[src/rtl/vending_machine_param.sv]
// vending_machine_param: coin-accumulating vending FSM with a product pulse and
// a serial change/refund stream gated by a dispenser-ready handshake.
module vending_machine_param #(
    parameter int CREDIT_W    = 8,
    parameter int PRICE       = 15,
    parameter int COIN1_VAL   = 5,
    parameter int COIN2_VAL   = 10,
    parameter int COIN3_VAL   = 25,
    parameter int CHANGE_UNIT = 5
) (
    input  logic                clk,
    input  logic                rst,
    input  logic [1:0]          coin,
    input  logic                cancel,
    input  logic                chg_ready,
    output logic                prod,
    output logic                change,
    output logic                coin_reject,
    output logic [CREDIT_W-1:0] credit,
    output logic                busy
);
    if (PRICE % CHANGE_UNIT != 0 || COIN1_VAL % CHANGE_UNIT != 0 ||
        COIN2_VAL % CHANGE_UNIT != 0 || COIN3_VAL % CHANGE_UNIT != 0 ||
        PRICE - 1 + COIN3_VAL >= 2 ** CREDIT_W) begin : g_param_err
        $error("vending_machine_param: illegal parameter combination");
    end

    localparam logic [CREDIT_W-1:0] PRICE_C = CREDIT_W'(PRICE);
    localparam logic [CREDIT_W-1:0] UNIT_C  = CREDIT_W'(CHANGE_UNIT);
    localparam logic [CREDIT_W-1:0] C1_C    = CREDIT_W'(COIN1_VAL);
    localparam logic [CREDIT_W-1:0] C2_C    = CREDIT_W'(COIN2_VAL);
    localparam logic [CREDIT_W-1:0] C3_C    = CREDIT_W'(COIN3_VAL);

    typedef enum logic [1:0] {IDLE, COLLECT, VEND, CHANGE} state_t;

    state_t              state_q, state_d;
    logic [CREDIT_W-1:0] credit_q, credit_d, coin_val, nc;
    logic                prod_q, prod_d, change_q, change_d;
    logic                reject_q, reject_d, busy_q, busy_d;

    always_ff @(posedge clk or negedge rst) begin
        if (!rst) begin
            state_q  <= IDLE;
            credit_q <= '0;
            prod_q   <= 1'b0;
            change_q <= 1'b0;
            reject_q <= 1'b0;
            busy_q   <= 1'b0;
        end else begin
            state_q  <= state_d;
            credit_q <= credit_d;
            prod_q   <= prod_d;
            change_q <= change_d;
            reject_q <= reject_d;
            busy_q   <= busy_d;
        end
    end

    always_comb begin
        state_d  = state_q;
        credit_d = credit_q;
        change_d = 1'b0;
        reject_d = 1'b0;
        coin_val = coin == 2'b01 ? C1_C : coin == 2'b10 ? C2_C : coin == 2'b11 ? C3_C : '0;
        nc       = credit_q + coin_val;
        case (state_q)
            IDLE, COLLECT: begin
                if (cancel && state_q == COLLECT) begin
                    state_d  = CHANGE;
                    reject_d = coin != 2'b00;
                end else if (coin != 2'b00) begin
                    state_d  = nc >= PRICE_C ? VEND : COLLECT;
                    credit_d = nc >= PRICE_C ? nc - PRICE_C : nc;
                end
            end
            VEND: begin
                reject_d = coin != 2'b00;
                state_d  = credit_q != '0 ? CHANGE : IDLE;
            end
            CHANGE: begin
                reject_d = coin != 2'b00;
                // stay one extra cycle after the last pulse so busy covers it
                if (credit_q == '0) begin
                    state_d = IDLE;
                end else if (chg_ready) begin
                    credit_d = credit_q - UNIT_C;
                    change_d = 1'b1;
                end
            end
            default: state_d = IDLE;
        endcase
        prod_d = state_d == VEND;
        busy_d = state_d == VEND || state_d == CHANGE;
    end

    assign prod        = prod_q;
    assign change      = change_q;
    assign coin_reject = reject_q;
    assign credit      = credit_q;
    assign busy        = busy_q;
endmodule

[config.mk]
export PLATFORM = sky130hd
export DESIGN_NAME = vending_machine_param
export DESIGN_NICKNAME = d
export VERILOG_FILES = /design/src/rtl/vending_machine_param.sv
export SDC_FILE = /design/constraint.sdc
export NUM_CORES = 1
export LEC_CHECK = 0
export ABC_AREA = 1
export BUFFER_PORTS_ARGS = -buffer_cell sky130_fd_sc_hd__buf_2
export CAP_MARGIN = 40
export CORE_ASPECT_RATIO = 1.2
export CORE_MARGIN = 3
export CORE_UTILIZATION = 52
export CTS_CLUSTER_SIZE = 12
export DETAILED_ROUTE_END_ITERATION = 16
export PLACE_DENSITY = 0.73
export SYNTH_ARGS = -nofsm -noshare
export SYNTH_HDL_FRONTEND = slang
export SYNTH_SLANG_ARGS = --single-unit
[constraint.sdc]
create_clock -name clk -period 2.2 [get_ports clk]
set_input_delay 0.44 -clock clk [delete_from_list [all_inputs] [get_ports clk]]
set_output_delay 0.44 -clock clk [all_outputs]
set_load 0.02 [all_outputs]
# Word level (Yosys, flattened, before mapping)
# Cells that the tools add are included.
# word_totals
reg_bits	14
latchBits	0
ramBits	0
mem_bits_ro	0
input_bits	6
output_inout_bits	12
wordCells	52
memories	0
# classes
addsub	3
multipliers	0
div	0
magnitude_cmp	1
n_eq_ne	12
shift	0
n_mux	20
bitwise_logic	0
n_reduce_logical	10
# op_table
operator	n
8-bit two-way mux	5
8-bit one-hot mux with 2 select lines	1
5-bit two-way mux	3
2-bit == test, second input constant	6
2-bit two-way mux	5
8-bit by 5-bit adder with 8-bit output	1
8-bit by 4-bit greater-or-equal comparator with 1-bit output, second input constant	1
8-bit zero test	1
2-bit inequality test, second input constant	4
8-bit nonzero test	1
8-bit by 3-bit subtractor with 8-bit output, second input constant	1
8-bit by 4-bit subtractor with 8-bit output, second input constant	1
2-bit one-hot mux with 3 select lines	1
5-bit AND reduction	1
2-bit by 1-bit == test with 1-bit output, second input constant	2
1-bit two-way mux	4
2-bit nonzero test	2
2-bit OR reduction	2
2-bit zero test	1
1-bit one-hot mux with 2 select lines	1
1-bit logical AND	1
1-bit logical OR	1

# Depth between registers and ports, before layout
# depth
word_depth	12
depth_mapped	18
ltp_nobuf	18

# Least setup slack after synthesis
# Ideal clock, no wire load.
# synth_path
path_kind	register -> register
startpoint	register credit_q[0] (netlist: credit[0])
endpoint	register prod_q (netlist: prod)
setup_ps	119
arrival_ps	2291
t_required_ps	2081
slack_ps	-210
stages_incl_launch_ff	18
path_buffers	0
synth_period_minus_slack_ps	2410
path_cell_list	dfrtp_1 ha_1 inv_1 fa_1 inv_1 ha_1 inv_1 nor2_4 nand3_2 nand2_4 inv_4 nand2_4 nor2_4 nor2_4 nand2_2 nand2_2 inv_2 nor2_2
# synth_between
elab_chain_cells	7
elab_cells_between_ends	11
cone_classes	1 x add/sub; 1 x order compare; 1 x eq/ne; 6 x mux; 2 x reduce/logical
# synth_rtl
element	line_no	rtl
start, declared	37	logic [CREDIT_W-1:0] credit_q, credit_d, coin_val, nc;
start signal, assigned	51	credit_q <= credit_d;
8-bit by 5-bit adder with 8-bit output	65	nc = credit_q + coin_val;
8-bit by 4-bit greater-or-equal comparator with 1-bit output	72	state_d = nc >= PRICE_C ? VEND : COLLECT;
2-bit two-way mux	72	
2-bit two-way mux	71	end else if (coin != 2'b00) begin
2-bit two-way mux	68	if (cancel && state_q == COLLECT) begin
2-bit one-hot mux with 3 select lines (*)	66	case (state_q)
net state_d[1]	36	state_t state_q, state_d;
2-bit == test (*)	92	prod_d = state_d == VEND;
net prod_d	38	logic prod_q, prod_d, change_q, change_d;
end signal, assigned	52	prod_q <= prod_d;
end, declared	38	
# The timed path passes the listed nets; every way through them passes the cells marked *.
# A chain may end at the register's enable or synchronous reset.

# Worst setup path after layout
# Same ends and word-level chain as after synthesis.

==> flow_summary_export.csv <==
group,metric,value,unit
clocking,root_buffer,"clkbuf_4",
job,drv_cap,0,
timing,maxSlewViolCount,0,
critical_path,end_kind,"flop",
timing,tightest_slew,0.463,ns
grt,first_global_vias,1355,
drt,drt_iter0_markers,37,
timing,timing.final.crit_share,101,%
die,boundaryPins,18,
logic_synthesis,ys.flop_type,"dfrtp_1",
placement,place.gp.congestion,0.842,
logic_synthesis,syn_inst,224,
placement,io_buffers,17,
logic_synthesis,yosysMostFrequentCell,"nand2_1",
placement,place_hpwl,2.64,mm
logic_synthesis,synth_edf_count,0,
drt,wirelength,3.38,mm
grt,grt_pass1_wl,5.72,mm
critical_path,crit_fanout,3,
grt,grtUsageTotal,22.2,%
drt,dr.pass1.iters,4,
logic_synthesis,yosysSeqAreaShare,23.9,%
logic_synthesis,ys_warn_count,0,
die,num_rows,20,
logic_synthesis,synth-async-reset-ratio,100,%
clocking,insertion_delay,0.29,ns
critical_path,cp.arrival,2.44,ns
die,die_h,64.2,um
logic_synthesis,synthTopCellsByArea,"dfrtp_1 (24%), nand2_1 (14%), inv_1 (8.4%), nand3_1 (7.2%), nor2_1 (6.9%)",
die,die_w,54.5,um
logic_synthesis,synth_area,0.00147,mm2
drt,drc_errors,0,
drt,vias,1492,
final_layout,synthToLayoutAreaGrowth,24.5,%
die,fp.coreArea,0.00260,mm2
final_layout,instances_no_fill,296,
final_layout,nets,278,
logic_synthesis,syn-num-nets,238,
timing,fmax,0.451,GHz
critical_path,crit_top_cell,"inv_2",
timing,slew-limit-headroom,69.1,%
clocking,cts_made_buffers,3,
final_layout,antenna_cells,0,
timing,finalCriticalPeriod,2.22,ns
critical_path,cpPeakStageDelay,0.43,ns
clocking,clkSinkCount,14,
logic_synthesis,synth_common_cells,"nand2_1 (54), inv_1 (33), nor2_1 (27)",
clocking,path_clk_slew,0.09,ns
logic_synthesis,yosys.area.top_type,"dfrtp_1",
timing,setup_viol,1,
grt,grt_max_degree,15,
drt,vias_per_cell,5.04,
critical_path,criticalPathCategory,"flop to flop",
drt,wl_per_cell,11.4,um
timing,final-hold-violation-count,0,
logic_synthesis,syn_area_per_cell,6.55,um2
die,start_util,56.4,%
timing,skew,0.00810,ns
logic_synthesis,synth.distinct_cells,31,
timing,setup_slack,-0.0176,ns
clocking,cts_tree,"built",
logic_synthesis,ys_ff_latch,14,
critical_path,cp_slowest_cell,"dfrtp_2",
drt,ant_nets,0,
final_layout,multi_input_area,0.00100,mm2
final_layout,fill_cells,234,
outcome,violations,"setup timing",
clocking,htreeDepth,1,
final_layout,final-seq-area,353,um2
clocking,cts_buffer_depth,2,
logic_synthesis,synth_top_area_share,23.9,%
critical_path,required,2.42,ns
outcome,status,"finished, violations left",
grt,antenna_found_initial,0,
final_layout,drive_above_1_share,33.8,%
critical_path,path_cells,"ha_4 -> inv_2 -> fa_1 -> inv_2 -> ha_4 -> inv_2 -> nor2_4 -> nand3_2 -> nand2_4 -> inv_4 -> nand2_4 -> nor2_4 -> nor2_4 -> nand2_2 -> nand2_2 -> inv_2 -> nor2_2",
die,dieArea,0.00350,mm2
placement,placed_cells,290,
grt,overflow,0,
critical_path,cp-start-kind,"flop",
min_path,hp-class,"primary input to async pin",
timing,rsz0062_at_grt,"yes",
==> registers in the layout (all words and copies together), names as in the netlist <==
name,cells
coin_reject,1
change,1
prod,1
credit,8
busy,1
state_q,2
==> final timing paths <==
check                           slack (ns)  cells after the start     endpoint  startpoint
worst min register to register        0.60                      2  coin_reject  state_q[0]
min in group clk                      0.42                      3       change   chg_ready
worst max register to register       -0.02                     17         prod   credit[0]
max in group asynchronous             1.92                      1    credit[1]         rst
worst max-delay path                 -0.02                     17         prod   credit[0]
worst min-delay path                  0.02                      1    credit[6]         rst
==> worst max-delay path, delay by kind of cell (launching register included) <==
kind / cells / cell delay, ns
AND/OR/NAND/NOR: 9 / 0.73
adder cells (fa/ha/maj): 3 / 0.72
flip-flops: 1 / 0.43
buffers and inverters: 5 / 0.28
==> kinds of logic (layout without fill, tap and decap cells) <==
family,Yosys count,count (layout),share of synthesized area [%]
AO/OA/AOI/OAI,22,22,8.78
XOR/XNOR,6,6,3.58
adder cells (fa/ha/maj),8,8,7.33
buffers and inverters,42,81,11.7
flip-flops,14,14,23.9
AND/OR/NAND/NOR,132,132,44.8
==> through the flow <==
stage	utilization (%)	cell area [um2]	setup TNS, ns	setup WS, ns	hold slack, ns
4_1_cts	68.9	1790	-0.0110	-0.0110	0.0282
2_1_floorplan	-	1480	-0.0620	-0.0620	0.144
3_3_place_gp	66.4	1730	-2.13	-0.218	0.349
5_1_grt	70.2	1830	-0.856	-0.133	0.0288
3_5_place_dp	66.4	1730	-2.72	-0.278	0.351
6_report	70.2	1830	-0.0176	-0.0176	0.0214
==> area by class of cell <==
cell class / instances / share of cell area, %
inverter: 39 / 8.15
clock buffer: 4 / 1.99
sequential: 14 / 19.3
timing repair buffer: 38 / 13.3
multi-input combinational: 168 / 55.0
tap: 33 / 2.26
==> layout by cell type, fill, tap and decap left out, types with 6 or more instances in the layout <==
master   netlist  routed
nand2_1       54      52
inv_1         33      30
nor2_1        27      27
nand3_1       21      21
buf_4          1      21
buf_2          0      17
dfrtp_1       14      12
nand2_2       10      11
inv_2          5       8
a21oi_1       13       8
a21oi_2        1       6
==> metal layers <==
layer | global-route usage [%] | vias to the layer above | wire length [um] | part of all wire, %
met1 | 28.6 | 668 | 1470 | 43
met5 | 0 | - | 0 | 0
li1 | - | 780 | - | -
met2 | 33.5 | 28 | 1660 | 49
met3 | 4.90 | 16 | 88 | 2.6
met4 | 11.8 | 0 | 161 | 4.8
==> what timing repair did <==
action | in CTS | in global routing
resized for setup | 4 | 9
endpoints found under the setup margin | 7 | 12
hold buffers | 0 | 0
setup buffers | 2 | 0
pin swaps | 0 | 5
Power is not shown: default switching activity piles up to over one toggle a cycle in this logic, so the estimate is an artifact.
